## config.mk

```make
export PLATFORM = sky130hd
export DESIGN_NAME = clk_domain_mgr
export DESIGN_NICKNAME = d
export VERILOG_FILES = /design/src/rtl/clk_mgr_pkg.sv /design/src/rtl/clk_ce_div.sv /design/src/rtl/clk_domain_mgr.sv
export SDC_FILE = /design/constraint.sdc
export NUM_CORES = 1
export LEC_CHECK = 0
export BUFFER_PORTS_ARGS = -buffer_cell sky130_fd_sc_hd__buf_2
export CAP_MARGIN = 20
export CORE_AREA = 2 2 165 167
export DETAILED_ROUTE_END_ITERATION = 8
export DIE_AREA = 0 0 167 169
export PLACE_DENSITY = 0.72
export SLEW_MARGIN = 30
export SYNTH_ARGS = -nofsm -noshare
export SYNTH_HDL_FRONTEND = slang
export SYNTH_SLANG_ARGS = --single-unit
```

## constraint.sdc

```tcl
create_clock -name CLK -period 12.6 [get_ports CLK]
set_clock_uncertainty 0.2 [all_clocks]
set_input_delay 2.52 -clock CLK [delete_from_list [all_inputs] [get_ports CLK]]
set_output_delay 2.52 -clock CLK [all_outputs]
set_load 0.1 [all_outputs]
```

## src/rtl/clk_mgr_pkg.sv

```systemverilog
// Shared definitions for the clock-domain manager:
// FSM state codes and the state enum.
package clk_mgr_pkg;

  localparam logic [1:0] ST_WAIT_LOCK = 2'd0;
  localparam logic [1:0] ST_HOLD      = 2'd1;
  localparam logic [1:0] ST_RELEASE   = 2'd2;
  localparam logic [1:0] ST_RUN       = 2'd3;

  typedef enum logic [1:0] {
    WAIT_LOCK = ST_WAIT_LOCK,
    HOLD      = ST_HOLD,
    RELEASE   = ST_RELEASE,
    RUN       = ST_RUN
  } mgr_state_e;

endpackage

```

## src/rtl/clk_ce_div.sv

```systemverilog
// Per-channel divider: wrapping counter, div/phase regs
// and a registered clock-enable strobe.
module clk_ce_div #(
  parameter int DIV_W   = 16,
  parameter int DEF_DIV = 1
) (
  input  logic             clk,
  input  logic             rst_n,
  input  logic             en,
  input  logic             upd,
  input  logic [DIV_W-1:0] upd_div,
  input  logic [DIV_W-1:0] upd_phase,
  output logic             wrap,
  output logic             ce
);

  logic [DIV_W-1:0] div_q;
  logic [DIV_W-1:0] phase_q;
  logic [DIV_W-1:0] cnt;
  logic [DIV_W-1:0] last;
  logic [DIV_W-1:0] eff;
  logic             bypass;

  // div of 0 or 1 means "every cycle"
  assign bypass = div_q < DIV_W'(2);
  assign last   = div_q - DIV_W'(1);
  assign eff    = (phase_q > last) ? last : phase_q;
  assign wrap   = en && (bypass || cnt == last);

  always_ff @(posedge clk or negedge rst_n) begin
    if (!rst_n) begin
      cnt     <= '0;
      div_q   <= DIV_W'(DEF_DIV);
      phase_q <= '0;
      ce      <= 1'b0;
    end else begin
      ce <= en && (bypass || cnt == eff);
      if (!en || wrap) cnt <= '0;
      else             cnt <= cnt + DIV_W'(1);
      if (upd) begin
        div_q   <= upd_div;
        phase_q <= upd_phase;
      end
    end
  end

endmodule

```

## src/rtl/clk_domain_mgr.sv

```systemverilog
// Clock-domain manager: lock sync, staggered reset
// release FSM, config slot and per-channel dividers.
module clk_domain_mgr
  import clk_mgr_pkg::*;
#(
  parameter int NUM_CH   = 4,
  parameter int DIV_W    = 16,
  parameter int RST_HOLD = 16,
  parameter int STAGGER  = 4,
  parameter int DEF_DIV  = 1
) (
  input  logic              CLK,
  input  logic              RST_N,
  input  logic              pll_locked,
  input  logic              cfg_valid,
  output logic              cfg_ready,
  input  logic [2:0]        cfg_ch,
  input  logic [DIV_W-1:0]  cfg_div,
  input  logic [DIV_W-1:0]  cfg_phase,
  input  logic              clr_lost,
  output logic [NUM_CH-1:0] ce,
  output logic [NUM_CH-1:0] rst_n_out,
  output logic [1:0]        state,
  output logic              lock_lost
);

  localparam int HW       = $clog2(RST_HOLD + 1);
  localparam int REL_MAX  = (NUM_CH - 1) * STAGGER;
  localparam int RW       = $clog2(REL_MAX + 2);
  localparam logic [HW-1:0] HOLD_LAST = HW'(RST_HOLD - 1);
  localparam logic [RW-1:0] REL_LAST  = RW'(REL_MAX);
  localparam logic [3:0]    NCH       = 4'(NUM_CH);

  logic sync1;
  logic lock;

  always_ff @(posedge CLK or negedge RST_N) begin
    if (!RST_N) begin
      sync1 <= 1'b0;
      lock  <= 1'b0;
    end else begin
      sync1 <= pll_locked;
      lock  <= sync1;
    end
  end

  mgr_state_e    st;
  logic [HW-1:0] hold_cnt;
  logic [RW-1:0] rel_cnt;
  logic [RW-1:0] rel_inc;

  assign state   = st;
  assign rel_inc = rel_cnt + RW'(1);

  always_ff @(posedge CLK or negedge RST_N) begin
    if (!RST_N) begin
      st        <= WAIT_LOCK;
      hold_cnt  <= '0;
      rel_cnt   <= '0;
      rst_n_out <= '0;
      lock_lost <= 1'b0;
    end else begin
      // a loss seen in the same cycle as clr_lost wins
      if (!lock && (st == RELEASE || st == RUN))
        lock_lost <= 1'b1;
      else if (clr_lost)
        lock_lost <= 1'b0;

      if (!lock) begin
        st        <= WAIT_LOCK;
        rst_n_out <= '0;
      end else begin
        unique case (st)
          WAIT_LOCK: begin
            st       <= HOLD;
            hold_cnt <= '0;
          end
          HOLD: begin
            if (hold_cnt == HOLD_LAST) begin
              st           <= RELEASE;
              rel_cnt      <= '0;
              rst_n_out[0] <= 1'b1;
            end else begin
              hold_cnt <= hold_cnt + HW'(1);
            end
          end
          RELEASE: begin
            if (rel_cnt == REL_LAST) begin
              st <= RUN;
            end else begin
              rel_cnt <= rel_inc;
              for (int i = 1; i < NUM_CH; i++)
                if (rel_inc == RW'(i * STAGGER))
                  rst_n_out[i] <= 1'b1;
            end
          end
          RUN: begin
          end
        endcase
      end
    end
  end

  logic              pend_v;
  logic [2:0]        pend_ch;
  logic [DIV_W-1:0]  pend_div;
  logic [DIV_W-1:0]  pend_phase;
  logic              pend_ok;
  logic              hit_wrap;
  logic              apply;
  logic              run_en;
  logic [NUM_CH-1:0] wrap;
  logic [NUM_CH-1:0] upd;

  assign cfg_ready = !pend_v;
  assign pend_ok   = {1'b0, pend_ch} < NCH;
  assign run_en    = (st == RUN) && lock;
  // out-of-range channels drain at once and match no upd bit
  assign apply     = pend_v && (!pend_ok || st != RUN || hit_wrap);

  always_comb begin
    hit_wrap = 1'b0;
    upd      = '0;
    for (int i = 0; i < NUM_CH; i++) begin
      if (pend_ch == 3'(i)) begin
        hit_wrap = wrap[i];
        upd[i]   = apply;
      end
    end
  end

  always_ff @(posedge CLK or negedge RST_N) begin
    if (!RST_N) begin
      pend_v     <= 1'b0;
      pend_ch    <= '0;
      pend_div   <= '0;
      pend_phase <= '0;
    end else if (apply) begin
      pend_v <= 1'b0;
    end else if (cfg_valid && cfg_ready) begin
      pend_v     <= 1'b1;
      pend_ch    <= cfg_ch;
      pend_div   <= cfg_div;
      pend_phase <= cfg_phase;
    end
  end

  for (genvar g = 0; g < NUM_CH; g++) begin : g_ch
    clk_ce_div #(
      .DIV_W  (DIV_W),
      .DEF_DIV(DEF_DIV)
    ) u_div (
      .clk      (CLK),
      .rst_n    (RST_N),
      .en       (run_en),
      .upd      (upd[g]),
      .upd_div  (pend_div),
      .upd_phase(pend_phase),
      .wrap     (wrap[g]),
      .ce       (ce[g])
    );
  end

endmodule

```

After elaboration in Yosys (flattened, before gate mapping)
Index checks and enable logic that the tools add are counted.
{"block": "word_totals", "in_bits": 40, "latch_bits": 0, "ram_bits": 0, "reg_bits": 250, "mem_bits_ro": 0, "n_memories": 0}
{"block": "op_classes", "n_mux": 37, "reduce_logical": 45, "multipliers": 0, "n_addsub": 10, "n_lt_le_gt_ge": 9, "n_bitwise": 1, "n_eq_ne": 33, "div_mod_pow": 0, "shifts": 0}
{"operator": "16-bit equality test", "count": 8}
{"operator": "16-bit two-way mux", "count": 8}
{"operator": "16-bit by 1-bit adder with 16-bit output, second input constant", "count": 4}
{"operator": "16-bit > comparator", "count": 4}
{"operator": "16-bit by 2-bit less-than comparator with 1-bit output, second input constant", "count": 4}
{"operator": "16-bit by 1-bit subtractor with 16-bit output, second input constant", "count": 4}
{"operator": "1-bit two-way mux", "count": 17}
{"operator": "1-bit logical OR", "count": 15}
{"operator": "3-bit AND reduction", "count": 5}
{"operator": "4-bit equality test, second input constant", "count": 3}
{"operator": "1-bit logical AND", "count": 12}
{"operator": "4-bit two-way mux", "count": 3}
{"operator": "2-bit by 1-bit inequality test with 1-bit output, second input constant", "count": 6}
{"operator": "2-bit inequality test, second input constant", "count": 5}
{"operator": "5-bit case mux with 2 select lines", "count": 1}
{"operator": "4-bit case mux with 2 select lines", "count": 1}
{"operator": "2-bit nonzero test", "count": 4}
{"operator": "3-bit by 2-bit equality test with 1-bit output, second input constant", "count": 2}
{"operator": "2-bit two-way mux", "count": 3}
{"operator": "3-bit two-way mux", "count": 2}
{"operator": "2-bit case mux with 3 select lines", "count": 1}
{"operator": "5-bit by 1-bit adder with 5-bit output, second input constant", "count": 1}
{"operator": "5-bit by 4-bit equality test with 1-bit output, second input constant", "count": 1}
{"operator": "5-bit two-way mux", "count": 1}
{"operator": "other kinds (15)", "count": 20}

Logic depth before layout (Yosys ltp)
{"block": "logic_depth", "word_depth": 12, "ltp_mapped": 18, "depth_no_buf": 15}

Cells and area by module
From an unflattened synthesis, not the netlist that was laid out.
{"block": "unflattened", "hier_cells": 1505, "area_unflattened_um2": 15648.8}
{"mod": "clk_ce_div (g_ch[0].u_div ...)", "cells_per_inst": 327, "area_per_inst_um2": 3273.1, "instances": 3}
{"mod": "clk_ce_div (g_ch[1].u_div)", "cells_per_inst": 327, "area_per_inst_um2": 3253.1, "instances": 1}
{"mod": "clk_domain_mgr", "cells_per_inst": 197, "area_per_inst_um2": 2576.2, "instances": 1}

Least setup slack after synthesis
OpenSTA, ideal clock, no wires.
{"block": "synth_timing", "path_type": "reg2reg", "startpoint": "register g_ch[0].u_div.div_q[3]", "endpoint": "register g_ch[0].u_div.ce", "stages_incl_launch_ff": 18, "path_buffers": 3, "arrival_ns": 3.977, "slack_ns": 8.302, "cell_sequence": "dfrtp_1 clkbuf_1 or4_1 clkbuf_1 nor4_2 nand2_1 xor2_1 ha_1 and4_1 and3_1 a221oi_1 o31a_1 or2_2 clkbuf_1 mux2_2 o22ai_1 nor4_1 a22o_1"}
{"block": "synth_between", "elab_chain_len": 6, "word_cells_on_any_way": 7, "classes_between": "1 x add/sub; 2 x order compare; 1 x eq/ne; 1 x mux; 2 x reduce/logical"}
{"element": "start, declared", "line_no": "clk_ce_div.sv:17", "rtl": "logic [DIV_W-1:0] div_q;"}
{"element": "start signal, assigned", "line_no": "clk_ce_div.sv:33", "rtl": "div_q <= DIV_W'(DEF_DIV);"}
{"element": "start signal, assigned", "line_no": "clk_ce_div.sv:41", "rtl": "div_q <= upd_div;"}
{"element": "16-bit by 1-bit subtractor with 16-bit output", "line_no": "clk_ce_div.sv:26", "rtl": "assign last = div_q - DIV_W'(1);"}
{"element": "16-bit > comparator", "line_no": "clk_ce_div.sv:27", "rtl": "assign eff = (phase_q > last) ? last : phase_q;"}
{"element": "16-bit two-way mux", "line_no": "clk_ce_div.sv:27"}
{"element": "16-bit equality test", "line_no": "clk_ce_div.sv:37", "rtl": "ce <= en && (bypass || cnt == eff);"}
{"element": "1-bit logical OR *", "line_no": "clk_ce_div.sv:37"}
{"element": "1-bit logical AND *", "line_no": "clk_ce_div.sv:37"}
{"element": "end signal, assigned", "line_no": "clk_ce_div.sv:37"}
{"element": "end, declared", "line_no": "clk_ce_div.sv:14", "rtl": "output logic ce"}
Every way passes the cells marked *; elsewhere a longest branch is shown, timed or not.
A chain may end at the register's enable or synchronous reset.

Worst setup path after layout
{"block": "layout_timing", "startpoint": "register g_ch[3].u_div.div_q[1]", "endpoint": "register g_ch[3].u_div.phase_q[2]"}
{"block": "layout_between", "elab_chain_len": 8, "word_cells_on_any_way": 9, "classes_between": "1 x add/sub; 1 x order compare; 1 x eq/ne; 2 x mux; 4 x reduce/logical"}
{"element": "start, declared", "line_no": "clk_ce_div.sv:17"}
{"element": "start signal, assigned", "line_no": "clk_ce_div.sv:33"}
{"element": "start signal, assigned", "line_no": "clk_ce_div.sv:41"}
{"element": "16-bit by 1-bit subtractor with 16-bit output", "line_no": "clk_ce_div.sv:26"}
{"element": "16-bit equality test", "line_no": "clk_ce_div.sv:28", "rtl": "assign wrap = en && (bypass || cnt == last);"}
{"element": "1-bit logical OR *", "line_no": "clk_ce_div.sv:28"}
{"element": "1-bit logical AND *", "line_no": "clk_ce_div.sv:28"}
{"element": "1-bit two-way mux *", "line_no": "clk_domain_mgr.sv:125", "rtl": "if (pend_ch == 3'(i)) begin"}
{"element": "1-bit logical OR *", "line_no": "clk_domain_mgr.sv:119", "rtl": "assign apply = pend_v && (!pend_ok || st != RUN || hit_wrap);"}
{"element": "1-bit logical AND *", "line_no": "clk_domain_mgr.sv:119"}
{"element": "1-bit two-way mux *", "line_no": "clk_domain_mgr.sv:125"}
{"element": "end signal, assigned", "line_no": "clk_ce_div.sv:42", "rtl": "phase_q <= upd_phase;"}
{"element": "end, declared", "line_no": "clk_ce_div.sv:18", "rtl": "logic [DIV_W-1:0] phase_q;"}
Marked as above.

==> metrics <==
Top Ports 52; core area 0.0265 mm²; overall routed net length 38.8 mm; final-layout setup total negative slack 0 ns; number of synthesized flops with an enable pin 0; # fillers 2135; number of post-CTS setup repair buffers 0; Max Root-Sink Buffers 3; number of global-route vias before repair 11109; area added between synthesis and finish 9.20%; crit path cell chain inv_1, ha_1, nor4b_1, nand3_1, mux2_2, nand4_1, a2111o_1, nor4_1, o21ai_1, a21oi_4, buf_16, mux2_1; Starting DRT DRC Count 834; count of final hold-check violations 0; most frequent standard cell in the layout excluding fill and tap cells sky130_fd_sc_hd__dfrtp_1; worst min path class register to register; warning count from the yosys run 0; number of optimization iterations in the first detailed-route pass 7; Arrival @ worst endpoint 5.07 ns; met1 track demand over resource 0.391; smallest setup slack after layout 7.75 ns; width of the die 167 µm; post_cts resized 0; worst setup path category register to register; crit start category register; number of hold-repair buffers added at the cts stage 0; Initial Util 0.588; Slowest-stage cell, CP sky130_fd_sc_hd__nor4_1; input/output buffers 51; largest driver fanout on the critical path 21; setup slack at placement 7.63 ns; area of the die 0.0282 mm²; final weighted congestion in routability-driven placement 0.948; Netlist Area Pre-Place 0.0156 mm²; flip-flop and latch area 0.00626 mm²; synthesis-stage register bit count 250; Inserted Diodes 0; Req. time, crit path 12.82 ns; library cell used as clock root buffer sky130_fd_sc_hd__clkbuf_16; proportion of synthesized flip-flops having asynchronous set or reset 1.00; overall die height 169 µm; final setup violation count 0; total overflow reported by the global router 0; RSZ-0062 raised after global routing false; DRC Markers 0; H-Tree Depth 1; static leakage power 0.00718 µW; Seq/Total Area, Yosys 0.402; end point of the most critical hold path lock; largest stage delay on the critical path 0.75 ns; depth of the worst register-to-register path 12; destination of the worst register-to-register timing path g_ch[3].u_div.phase_q[2]; clock latency on the worst-skew pair 0.55 ns; Hold Crit Depth 0; Worst-Margin Slew 0.865 ns; initial antenna violation count 3; area of the multi-input gates 0.00871 mm²; average wire length per cell after detail routing 20.5 µm; global-route usage over all layers 0.278; syn nets 1653; share of final-layout standard cells stronger than drive strength 1 0.123; Cell Rows 60; Worst VDD drop 0.163 mV; Clock Pin Slew Worst Setup and Hold Paths 0.06 ns; ys flop type sky130_fd_sc_hd__dfrtp_1; result of the run complete, no violations; Hold Crit Start sync1; global routing met3 resource utilization 0.0426; global-route wire length before repair 62.1 mm; worst slew margin relative to its limit 0.415; Final HPWL DP 28.4 mm; CTS tree built; antenna violation net count after detailed routing 0; maximum operating frequency 0.206 GHz; total power after layout 3940 µW; via count 11416; CTS Buf Count 28; fin crit share 0.385; fin. max-slew vios 0; pwr/cell area 231 mW/mm²; pin count of the biggest net entering global routing 131; clk sinks 250; Distinct cells, synth 80; slack of the worst reg-to-reg path 7.75 ns; Avg Vias per Cell 6.04; critical register-to-register path startpoint g_ch[3].u_div.div_q[1]; Period minus WS final 4.85 ns; crit end category register; highest-count cells in the layout ignoring fill and taps sky130_fd_sc_hd__dfrtp_1 (246), sky130_fd_sc_hd__nor2_1 (122), sky130_fd_sc_hd__mux2_1 (117); post-layout net count 1647; syn avg cell area 10.2 µm²; met2 Usage GRT 0.444; number of instances in the synthesized netlist 1533; count of max-cap constraint violations 0; layer with the highest usage after global routing met2
## per-stage QoR
step | cells | util | hold WS [ns] | cell area, µm²
4_1_cts | 1887 | 0.640 | 0.171 | 17000
3_3_place_gp | 1834 | 0.601 | 0.147 | 15900
6_report | 1889 | 0.642 | 0.167 | 17000
5_1_grt | 1889 | 0.642 | 0.177 | 17000
3_5_place_dp | 1836 | 0.603 | 0.146 | 16000
2_1_floorplan | 1533 | - | 0.131 | 15600
## layer usage
metal	wire length, µm	part of all wire	up-vias
li1	-	-	5432
met1	17600	0.45	5612
met5	13	0.00033	-
met4	1250	0.032	2
met2	17700	0.46	300
met3	2250	0.058	70
## synthesized netlist by cell type (all sizes together), types with 34 or more instances
cell	instances	share of area
dfrtp	246	0.40
mux2	170	0.12
nor2	122	0.029
xnor2	111	0.062
ha	80	0.064
xor2	79	0.044
clkbuf	78	0.019
nand2	70	0.017
inv	60	0.014
nand3	56	0.018
a21oi	42	0.014
nor3	36	0.012
nor4	35	0.015
o21ai	34	0.011
## layout make-up
type | count | area share
clock buffers | 37 | 0.0468
clock inverters | 14 | 0.0112
inverters | 60 | 0.0132
multi-input cells | 1127 | 0.512
flip-flops and latches | 250 | 0.368
well taps | 341 | 0.0251
repair buffers | 60 | 0.0243
## registers in the layout, indices dropped and copies added (netlist names)
| register | cells |
|---|---|
| state | 2 |
| rst_n_out | 4 |
| sync1 | 1 |
| g_ch.u_div.phase_q | 64 |
| pend_phase | 16 |
| pend_v | 1 |
| pend_div | 16 |
| g_ch.u_div.cnt | 64 |
| g_ch.u_div.div_q | 64 |
| hold_cnt | 5 |
| pend_ch | 3 |
| lock_lost | 1 |
| g_ch.u_div.ce | 4 |
| lock | 1 |
| rel_cnt | 4 |
## logic make-up after synthesis
logic type | Yosys count | synth area share
XOR/XNOR | 194 | 0.113
multiplexers | 180 | 0.129
buffers and inverters | 156 | 0.0413
adder cells (fa/ha/maj) | 80 | 0.0642
AO/OA/AOI/OAI | 194 | 0.0907
AND/OR/NAND/NOR | 479 | 0.160
flip-flops | 250 | 0.402
## worst max-delay path by stage
stage	startpoint	slack, ns	depth (start not counted)	endpoint
4_1_cts	g_ch[3].u_div.div_q[1]	7.57	11	g_ch[3].u_div.phase_q[2]
3_3_place_gp	g_ch[1].u_div.div_q[0]	7.73	15	g_ch[1].u_div.ce
5_1_grt	g_ch[1].u_div.div_q[1]	7.43	15	g_ch[1].u_div.ce
2_1_floorplan	g_ch[0].u_div.div_q[3]	8.30	17	g_ch[0].u_div.ce
3_5_place_dp	g_ch[3].u_div.div_q[1]	7.63	11	g_ch[3].u_div.phase_q[2]
6_report	g_ch[3].u_div.div_q[1]	7.75	12	g_ch[3].u_div.phase_q[2]
## critical path, delay by kind of cell, from the launching register on
kind            cells  cell delay [ns]
fa+ha+maj           1             0.18
simple gates        4             1.82
mux                 2             0.63
compound gates      3             1.16
flops               1             0.42
buf+inv             2             0.30
## power by group
group          internal [µW]  leakage, µW  switching (µW)
combinational            783      0.00354             841
sequential              1040      0.00316             409
clock                    526     0.000480             334
(Power assumes the default switching activity.)
